**src/rtl/fetch_pkg.sv**
```systemverilog
// Shared definitions for the instruction fetch slice: default geometry of the
// instruction memory, the reset fetch index and the sequencer state encoding.
package fetch_pkg;

    localparam int FETCH_ADDR_W   = 10;  // 1024 instruction words
    localparam int FETCH_DATA_W   = 32;  // instruction width
    localparam int FETCH_RESET_PC = 0;   // first index fetched after reset

    // IDLE: no new memory reads; RUN: reads may be issued.
    typedef enum logic {
        IDLE = 1'b0,
        RUN  = 1'b1
    } fetch_state_e;

endpackage

```
**src/rtl/fetch_fifo.sv**
```systemverilog
// Two-entry FIFO holding {instruction, index} pairs between the memory return
// and decode. Flush empties it in one edge and takes priority over push/pop.
module fetch_fifo
    import fetch_pkg::*;
#(
    parameter int W = FETCH_DATA_W + FETCH_ADDR_W
) (
    input  logic         clk,
    input  logic         rst_n,
    input  logic         push,
    input  logic         pop,
    input  logic         flush,
    input  logic [W-1:0] wr_data,
    output logic [W-1:0] rd_data,
    output logic [1:0]   count
);

    logic [W-1:0] entry [2];
    logic         rd_ptr;
    logic         wr_ptr;

    // Head entry is presented directly; it only changes when popped or written.
    assign rd_data = entry[rd_ptr];

    // Storage, pointers and occupancy; flush drops everything queued.
    always_ff @(posedge clk) begin
        if (!rst_n) begin
            for (int i = 0; i < 2; i++) entry[i] <= '0;
            rd_ptr <= 1'b0;
            wr_ptr <= 1'b0;
            count  <= 2'd0;
        end else if (flush) begin
            rd_ptr <= 1'b0;
            wr_ptr <= 1'b0;
            count  <= 2'd0;
        end else begin
            if (push) begin
                entry[wr_ptr] <= wr_data;
                wr_ptr        <= ~wr_ptr;
            end
            if (pop) rd_ptr <= ~rd_ptr;
            count <= count + {1'b0, push} - {1'b0, pop};
        end
    end

    // The issue rule upstream must never let a word arrive with no room for it.
    a_no_overflow: assert property (@(posedge clk) disable iff (!rst_n)
        !(push && !pop && !flush && count == 2'd2));

endmodule

```
**src/rtl/insn_fetch_ctrl.sv**
```systemverilog
// Fetch sequencer: owns the instruction index driven to the memory read port,
// tracks the single read in flight (one-cycle registered memory latency) and
// queues returned words with their index for decode over valid/ready.
//
// Handshake: a transfer happens on a rising edge where out_valid and
// out_ready are both high; out_valid never depends on out_ready, and
// out_insn/out_pc hold stable while out_valid=1 and out_ready=0.
module insn_fetch_ctrl
    import fetch_pkg::*;
#(
    parameter int ADDR_W   = FETCH_ADDR_W,
    parameter int DATA_W   = FETCH_DATA_W,
    parameter int RESET_PC = FETCH_RESET_PC
) (
    input  logic              clk,
    input  logic              rst_n,
    input  logic              fetch_en,
    input  logic              redirect_valid,
    input  logic [ADDR_W-1:0] redirect_pc,
    output logic [ADDR_W-1:0] mem_addr,
    input  logic [DATA_W-1:0] mem_insn,
    output logic              out_valid,
    input  logic              out_ready,
    output logic [DATA_W-1:0] out_insn,
    output logic [ADDR_W-1:0] out_pc,
    output logic              dbg_state,
    output logic [1:0]        dbg_count,
    output logic              dbg_inflight
);

    localparam logic [ADDR_W-1:0] RESET_IDX = ADDR_W'(RESET_PC);

    fetch_state_e      state;
    logic              inflight;
    logic [ADDR_W-1:0] inflight_pc;
    logic [1:0]        count;
    logic [2:0]        occupancy;
    logic              pop;
    logic              push;
    logic              issue;

    // Words that will be held after this edge: queued + returning - leaving.
    // Keeping this below 2 guarantees the queue can always take the return.
    assign pop       = out_valid && out_ready;
    assign occupancy = {1'b0, count} + {2'b0, inflight} - {2'b0, pop};
    assign issue     = (state == RUN) && !redirect_valid && (occupancy < 3'd2);
    assign push      = inflight && !redirect_valid;

    assign out_valid    = (count != 2'd0);
    assign dbg_state    = state;
    assign dbg_count    = count;
    assign dbg_inflight = inflight;

    // Run/idle sequencing driven only by fetch_en.
    always_ff @(posedge clk) begin
        if (!rst_n) begin
            state <= IDLE;
        end else begin
            case (state)
                IDLE:    if (fetch_en)  state <= RUN;
                RUN:     if (!fetch_en) state <= IDLE;
                default: state <= IDLE;
            endcase
        end
    end

    // Fetch index and in-flight tracking; a redirect discards the returning word.
    always_ff @(posedge clk) begin
        if (!rst_n) begin
            mem_addr    <= RESET_IDX;
            inflight    <= 1'b0;
            inflight_pc <= '0;
        end else if (redirect_valid) begin
            mem_addr <= redirect_pc;
            inflight <= 1'b0;
        end else begin
            inflight <= issue;
            if (issue) begin
                mem_addr    <= mem_addr + ADDR_W'(1);
                inflight_pc <= mem_addr;
            end
        end
    end

    fetch_fifo #(
        .W(DATA_W + ADDR_W)
    ) u_fifo (
        .clk     (clk),
        .rst_n   (rst_n),
        .push    (push),
        .pop     (pop),
        .flush   (redirect_valid),
        .wr_data ({mem_insn, inflight_pc}),
        .rd_data ({out_insn, out_pc}),
        .count   (count)
    );

endmodule

```
**config.mk**
```make
export PLATFORM = sky130hd
export DESIGN_NAME = insn_fetch_ctrl
export DESIGN_NICKNAME = d
export VERILOG_FILES = /design/src/rtl/fetch_pkg.sv /design/src/rtl/fetch_fifo.sv /design/src/rtl/insn_fetch_ctrl.sv
export SDC_FILE = /design/constraint.sdc
export NUM_CORES = 1
export LEC_CHECK = 0
export ABC_AREA = 1
export CORE_AREA = 2 2 83 117
export DETAILED_ROUTE_END_ITERATION = 6
export DIE_AREA = 0 0 85 119
export PLACE_DENSITY = 0.91
export SLEW_MARGIN = 20
export SYNTH_ARGS = -nofsm -noshare
export SYNTH_HDL_FRONTEND = slang
export SYNTH_SLANG_ARGS = --single-unit
```
**constraint.sdc**
```tcl
create_clock -name clk -period 4.5 [get_ports clk]
set_input_delay 0.9 -clock clk [delete_from_list [all_inputs] [get_ports clk]]
set_output_delay 0.9 -clock clk [all_outputs]
set_load 0.01 [all_outputs]
```
==> reports/results.txt, run 1 <==
status - finished clean
cells taking the most area after synthesis - edfxtp_1, dfxtp_1, mux2_2
maximum clock rate - 315 MHz
CTS root buf - clkbuf_16
cell area power density - 337 nW/um^2
Hold WC Path Type - register to register
sequential area share after synthesis - 62.9%
Final nets - 613
row count - 42
Clock Path Buffers - 2
CP max-delay cell - dfxtp_2
vias in the first global route - 3,471
Ports - 104
total CTS buffers - 9
switch share - 21.0%
combinational fraction of design power - 9.3%
htree depth - 3
Post-DP HPWL - 6800 um
Syn Inst Count - 459
clk_skew - 0.00947 ns
placed cell areas - 5990 um^2
slowest stage delay, CP - 0.98 ns
Die X - 85 um
post-CTS setup buffer count - 0
Reg2Reg Capture Point - mem_addr[1]
Cell Int Power - 1.67 mW
CTS tree - yes
Reg2Reg Setup Slack - 1.73 ns
Levels on crit path - 2
CP required - 3.60 ns
total power - 2.12 mW
Antenna Violating Nets Remaining - 0
Worst-Skew Late Latency - 0.34 ns
worst rel slew slack - 33.7%
Layout area overhead - 28.8%
Synth Register Bits - 111
Cells after DPL - 660
DR iter-0 viols - 206
final wirelength - 10,000 um
Synth top area share - 51.8%
synth unique cells - 22
Sequential Power Share - 54.7%
CP delay by family, top - flip-flops
LEAKAGE - 2.56 nW
Via Count - 3,448
RD Place Congestion - 0.872
Buf+Inv Stages, Crit Path - 1
last element of the critical path - out_pc[0]
Tightest Pin Transition - 0.995 ns
Setup crit start kind - register
share of cells above drive strength 1 - 11.8%
first-pass GRT wire length - 16,100 um
Initial Utilization - 53.0%
DRT Pass-1 Iters - 4
DRC - 0
WL/cell - 14.8 um
clock slew at reported path FFs - 0.07 ns
post-route setup TNS - 0 ns
Max-Cap Viols - 0
Total Routing Usage GR - 20.1%
post-place setup slack - 0.974 ns
fin crit period - 3.17 ns
pin count of the biggest net entering global routing - 44
initial antenna violation count - 0
Max VDD drop - 0.265 mV
Via-to-Cell Ratio - 5.10
Sink Count - 111
Reg-to-Reg Start - u_fifo.count[1]
cell area after synthesis - 4870 um^2
CTS resizes - 0
Worst Hold Depth - 1
Final Hold Viols - 0
final setup fails - 0
total core area - 9200 um^2
YS warnings - 0
Final Max Tran Viols - 0
die height - 119 um
Max FO, Critical Path - 42
crit end category - primary output
final worst slack - 1.33 ns
worst path cell trace - mux2_2 -> clkdlybuf4s50_1
port bufs - 103
post-route insts no fill - 676
Overflow after GRT - 0
NetSw - 443 uW
Synth area leader - edfxtp_1
CP arrival - 2.27 ns
Ant. Diodes - 0
Clock power frac - 36.0%
unrepaired setup endpoints after global routing - no
total die area - 10,100 um^2
syn_nets - 511
Final period util - 70.5%
Final Cell Area - 6270 um^2
FF-to-FF path depth - 14
Syn Area/Cell - 10.6 um^2
hold buffer count at cts - 0
CP Class - register to primary output
## logic make-up after synthesis
family | share of synthesized area (%)
compound gates | 3.70
xor+xnor | 0.360
fa+ha+maj | 1.44
buf+inv | 7.45
flops | 62.9
mux | 9.71
simple gates | 14.5
## registers in the layout, summed over array words and instances (netlist names), named ones only
name	count
dbg_inflight	1
dbg_state	1
inflight_pc	10
mem_addr	10
u_fifo.count	2
u_fifo.entry	84
u_fifo.rd_ptr	1
u_fifo.wr_ptr	1
## power groups by stage
| stage | combinational, mW | clock, mW | sequential, mW |
|---|---|---|---|
| final | 0.197 | 0.762 | 1.16 |
| after global routing | 0.213 | 0.808 | 1.16 |
| after CTS | 0.198 | 0.774 | 1.16 |
| after detailed placement | 0.196 | 0 | 1.18 |
| after global placement | 0.191 | 0 | 1.18 |
| after floorplan | 0.0830 | 0 | 1.18 |
## synthesized netlist by cell type (all sizes together)
cell type and count:
fa 1, nand3 17, ha 4, nand2 59
a21oi 18, inv 72, edfxtp 84, xnor2 2
o21ai 15, buf 15, clkbuf 2, mux2 42
a211oi 1, dfxtp 27, a21boi 1, nor2 99
## stage by stage
stage	hold slack, ns	util, %
after global placement	0.438	65.2
after floorplan	0.425	-
after CTS	0.455	68.2
final	0.454	68.2
after global routing	0.483	68.2
after detailed placement	0.437	65.2
## worst min path at each step
stage	from	end
global route	u_fifo.rd_ptr	register
CTS	u_fifo.rd_ptr	register
floorplan	u_fifo.rd_ptr	register
detailed placement	u_fifo.rd_ptr	register
global placement	u_fifo.rd_ptr	register
finish	u_fifo.rd_ptr	register
## placed cells by master, fill, tap and decap left out
cell / n
mux2_2: 42
a21oi_1: 18
nand2_1: 56
buf_4: 5
clkbuf_16: 9
edfxtp_1: 84
bufinv_16: 1
xnor2_1: 2
nor2_4: 1
clkinvlp_4: 1
a21boi_0: 1
o21ai_0: 15
nor2_1: 98
ha_1: 4
inv_1: 71
clkinv_1: 1
nand3_1: 15
dfxtp_2: 1
nand3_4: 1
inv_2: 1
nand3_2: 1
dfxtp_1: 26
clkdlybuf4s50_1: 103
fa_1: 1
clkinv_2: 1
a211oi_1: 1
nand2_2: 3
clkbuf_1: 3
## metal layers
metal	GRT usage (%)	part of all wire (%)	up-vias
met3	3.67	4.5	14
met1	23.5	39	1651
met4	7.14	1.9	0
met2	36.3	55	95
li1	-	-	1688
met5	0	0	-
## cell type report
type	count	area (um^2)
Timing Repair Buffer	108	1070
Tap cell	110	138
Fill cell	658	2920
Multi-Input combinational cell	259	1450
Clock inverter	4	46.3
Clock buffer	12	236
Sequential cell	111	3060
Inverter	72	270
Power figures use the tool's default switching activity.
==> inputs of run 2 (changes only) <==
- CORE_AREA: 2 2 83 117 -> 2 2 86 121
- DIE_AREA: 0 0 85 119 -> 0 0 88 123
- PLACE_DENSITY: 0.91 -> 0.86
- clock period: 4.5 -> 3.3 ns (I/O delays scaled with it)
==> reports/results.txt, run 2 (synthesis results as in run 1) <==
clock slew at reported path FFs - 0.07 ns
CTS resizes - 0
Via-to-Cell Ratio - 4.97
commonest cells after routing, fill and taps aside - clkdlybuf4s50_1, nor2_1, edfxtp_1
vias in the first global route - 3,554
Final nets - 617
final setup fails - 0
initial antenna violation count - 0
CP required - 3.58 ns
fin crit period - 2.87 ns
row count - 43
post-place setup slack - 0.0806 ns
Max-Cap Viols - 0
status - finished clean
footprint of the multi-input gates - 1450 um^2
Via Count - 3,502
Final Max Tran Viols - 0
WL/cell - 14.2 um
Post-DP HPWL - 6700 um
DRT Pass-1 Iters - 6
Die X - 88 um
Overflow after GRT - 0
# fillers - 755
first-pass GRT wire length - 16,000 um
LEAKAGE - 2.61 nW
DR iter-0 viols - 213
DRC - 0
post-route setup TNS - 0 ns
Initial Utilization - 50.0%
worst setup path start - out_ready
RD Place Congestion - 0.876
maximum clock rate - 348 MHz
final wirelength - 10,000 um
Setup crit start kind - input port
top flop regs - u_fifo.entry: 84 flops, inflight_pc: 10 flops, mem_addr: 10 flops
Worst-Skew Late Latency - 0.34 ns
Ant. Diodes - 0
unrepaired setup endpoints after global routing - no
total die area - 10,800 um^2
cell area power density - 463 nW/um^2
share of cells above drive strength 1 - 13.0%
worst rel slew slack - 62.5%
Top reg by flops - u_fifo.entry
hold buffer count at cts - 0
Reg-to-Reg Start - u_fifo.count[1]
Post-Route Utilization - 65.8%
Tightest Pin Transition - 0.563 ns
worst path cell trace - clkdlybuf4s50_1 -> nand2_1 -> inv_1 -> ha_1 -> inv_1 -> nand2_1 -> fa_1 -> nand2_1 -> nor2_1 -> nand2_2 -> inv_1 -> nand2_1 -> nor2_1 -> nor2_1 -> nor2_1
Clock Path Buffers - 2
most common cell after layout, fill and taps aside - clkdlybuf4s50_1
crit end category - register
Largest register FFs - 84
Max FO, Critical Path - 25
CTS root buf - clkbuf_16
total CTS buffers - 9
clk_skew - 0.00548 ns
Max VDD drop - 0.267 mV
FF+latch area - 3060 um^2
die height - 123 um
pin count of the biggest net entering global routing - 43
Ports - 104
post-CTS setup buffer count - 0
Total Routing Usage GR - 19.4%
CP arrival - 3.15 ns
CP max-delay cell - fa_1
slowest stage delay, CP - 0.49 ns
port bufs - 103
Final Hold Viols - 0
Final period util - 87.1%
Sink Count - 111
CP Class - input port to register
Layout area overhead - 31.5%
htree depth - 3
total core area - 9740 um^2
final worst slack - 0.426 ns
Hold WC Path Type - register to register
Antenna Violating Nets Remaining - 0
CTS tree - yes
Hold Startpoint - u_fifo.rd_ptr
==> run 2: cell type report <==
type / count / area share, %
sequential: 111 / 47.8
multi-input combinational: 259 / 22.7
timing repair buffer: 112 / 17.7
inverter: 72 / 4.22
clock buffer: 11 / 4.12
tap: 135 / 2.64
clock inverter: 5 / 0.820
==> run 2: worst paths after layout <==
kind / to / slack [ns] / cells past startpoint
worst max-delay path: mem_addr[6] / 0.43 / 15
worst min-delay path: register / 0.47 / 1
worst max register to register: mem_addr[6] / 0.59 / 16
worst min register to register: register / 0.47 / 1
==> run 2: worst max-delay path, delay by kind of cell <==
kind	cells	cell delay (ns)
adders and majority gates	2	0.74
buffers and inverters	4	0.90
and+or+nand+nor	9	0.83
==> run 2: metal layers <==
metal  vias to the layer above  global-route usage (%)  share of wire [%]
li1                       1700                       -                  -
met1                      1675                    20.2                 37
met2                       103                    36.1                 55
met3                        24                    4.54                4.4
met4                         0                    8.94                2.9
met5                         -                       0                  0
==> run 2: power breakdown <==
group	total, mW	internal [mW]	leakage (nW)	switching [mW]
logic	0.271	0.147	1.36	0.124
registers	1.58	1.55	1.09	0.0252
clock network	1.12	0.652	0.155	0.467
==> run 2: stage by stage <==
stage / hold WS (ns) / total power [mW] / area, um^2 / cells
floorplan: 0.425 / 1.72 / 4870 / 459
CTS: 0.462 / 3.00 / 6410 / 705
global route: 0.490 / 3.08 / 6410 / 705
detailed placement: 0.451 / 1.88 / 6090 / 689
finish: 0.474 / 2.97 / 6410 / 705
global placement: 0.439 / 1.87 / 6090 / 689
==> inputs of run 3 (changes only) <==
- ABC_AREA: 1 -> unset
- CORE_AREA: 2 2 86 121 -> 2 2 86 122
- DIE_AREA: 0 0 88 123 -> 0 0 88 124
- PLACE_DENSITY: 0.86 -> 0.85
==> reports/results.txt, run 3 <==
WL/cell - 16.1 um
post-route setup TNS - 0 ns
first-pass GRT wire length - 15,500 um
total power - 2.88 mW
Layout area overhead - 31.6%
Post-Route Utilization - 66.2%
DRT Pass-1 Iters - 4
Overflow after GRT - 0
Antenna Violating Nets Remaining - 0
DR iter-0 viols - 188
share of cells above drive strength 1 - 15.5%
status - finished clean
Die X - 88 um
cell area power density - 447 nW/um^2
Final period util - 86.2%
die height - 124 um
DRC - 0
crit end category - register
unrepaired setup endpoints after global routing - no
post-CTS setup buffer count - 0
worst rel slew slack - 70.2%
hold buffer count at cts - 0
pin count of the biggest net entering global routing - 43
initial antenna violation count - 0
Syn Area/Cell - 13.1 um^2
RD Place Congestion - 0.850
total die area - 10,900 um^2
post-place setup slack - 0.106 ns
Synth top area share - 51.5%
Final Max Tran Viols - 0
Reg-to-Reg Start - u_fifo.count[0]
Max FO, Critical Path - 10
vias in the first global route - 3,298
asr flop ratio synth - 0%
most frequent cells after synthesis - and2_1, edfxtp_1, mux2_2
most common flop cell mapped by yosys - edfxtp_1
Sink Count - 111
Initial Utilization - 50.3%
FF-to-FF path depth - 10
Synth Register Bits - 111
CP Class - input port to register
clk_skew - 0.00596 ns
Final Cell Area - 6450 um^2
Worst-Skew Late Latency - 0.34 ns
top flop regs - u_fifo.entry: 84 flops, inflight_pc: 10 flops, mem_addr: 10 flops
Tightest Pin Transition - 0.447 ns
WL met1 - 3600 um
total core area - 9740 um^2
Largest register FFs - 84
row count - 43
total CTS buffers - 9
cell area after synthesis - 4900 um^2
CTS resizes - 0
Max VDD drop - 0.344 mV
syn_nets - 426
Setup crit start kind - input port
Post-DP HPWL - 6850 um
final setup fails - 0
Total Routing Usage GR - 19.0%
Via Count - 3,221
final worst slack - 0.455 ns
Final Hold Viols - 0
port bufs - 103
Via-to-Cell Ratio - 5.20
Reg2Reg Setup Slack - 0.53 ns
Ant. Diodes - 0
worst setup path start - out_ready
met2 WL - 5430 um
most frequent cell after synthesis - and2_1
YS warnings - 0
maximum clock rate - 351 MHz
cells taking the most area after synthesis - edfxtp_1, and2_1, dfxtp_1
Min-Delay Endpoint - inflight_pc[5]
CTS root buf - clkbuf_16
Max-Cap Viols - 0
placed cell areas - 6160 um^2
Reg2Reg Capture Point - mem_addr[6]
EDFF count, synth - 84
Final nets - 531
CP arrival - 3.13 ns
LEAKAGE - 2.36 nW
met3 wire length - 665 um
htree depth - 3
# fillers - 742
synth unique cells - 41
Hold WC Path Type - register to register
fin crit period - 2.85 ns
Syn Inst Count - 374
clock slew at reported path FFs - 0.07 ns
Hold Startpoint - inflight_pc[5]
sequential area share after synthesis - 62.5%
Worst Hold Depth - 2
Synth area leader - edfxtp_1
highest routed layer - met4
Ports - 104
most common cell after layout, fill and taps aside - clkdlybuf4s50_1
final wirelength - 9980 um
Clock Path Buffers - 2
CP required - 3.59 ns
CTS tree - yes
commonest cells after routing, fill and taps aside - clkdlybuf4s50_1, and2_1, edfxtp_1
Top reg by flops - u_fifo.entry
==> run 3: layer usage <==
metal | vias to the layer above | GRT usage (%)
met4 | 0 | 8.75
met3 | 24 | 5.63
met2 | 119 | 34.3
met5 | - | 0
met1 | 1548 | 19.9
li1 | 1530 | -
==> run 3: logic make-up (layout without fill, tap and decap cells) <==
kind of cell / Yosys count / in the layout / share of synthesized area (%)
mux: 42 / 42 / 9.65
fa+ha+maj: 5 / 5 / 1.43
flops: 111 / 111 / 62.5
compound gates: 39 / 39 / 6.15
simple gates: 145 / 145 / 16.8
xor+xnor: 5 / 5 / 1.05
buf+inv: 27 / 137 / 2.48
==> run 3: critical path: stages <==
cell,delay [ns]
clkdlybuf4s50_1,0.44
and2_1,0.15
ha_1,0.23
inv_1,0.07
nand2_1,0.07
fa_1,0.51
and2_1,0.22
nand3_4,0.16
o41ai_1,0.43
o21a_1,0.19
==> run 3: through the flow <==
step | hold WS (ns) | instances
6_report | 0.471 | 619
5_1_grt | 0.495 | 619
4_1_cts | 0.473 | 619
3_5_place_dp | 0.463 | 603
3_3_place_gp | 0.454 | 603
2_1_floorplan | 0.447 | 374
==> run 3: final cells by class <==
cell class                      count  area (um^2)  share of cell area [%]
Clock inverter                      6         60.1                   0.931
Timing Repair Buffer              114         1160                    18.0
Multi-Input combinational cell    236         1740                    26.9
Inverter                            7         26.3                   0.407
Sequential cell                   111         3060                    47.5
Clock buffer                       10          229                    3.55
Tap cell                          135          169                    2.62
==> run 3: worst max-delay path by stage <==
stage | endpoint | slack (ns) | depth (start not counted)
2_1_floorplan | u_fifo.entry[0][0] | 0.09 | 3
3_3_place_gp | mem_addr[5] | 0.17 | 10
3_5_place_dp | mem_addr[6] | 0.11 | 10
4_1_cts | mem_addr[6] | 0.47 | 10
5_1_grt | mem_addr[6] | 0.32 | 10
6_report | mem_addr[6] | 0.45 | 10
==> run 3: where the power goes <==
part / switching, mW / total [mW] / internal, mW / leakage, nW
registers: 0.0252 / 1.57 / 1.55 / 1.09
clock network: 0.474 / 1.06 / 0.587 / 0.142
logic: 0.104 / 0.250 / 0.146 / 1.13
total: 0.603 / 2.88 / 2.28 / 2.36
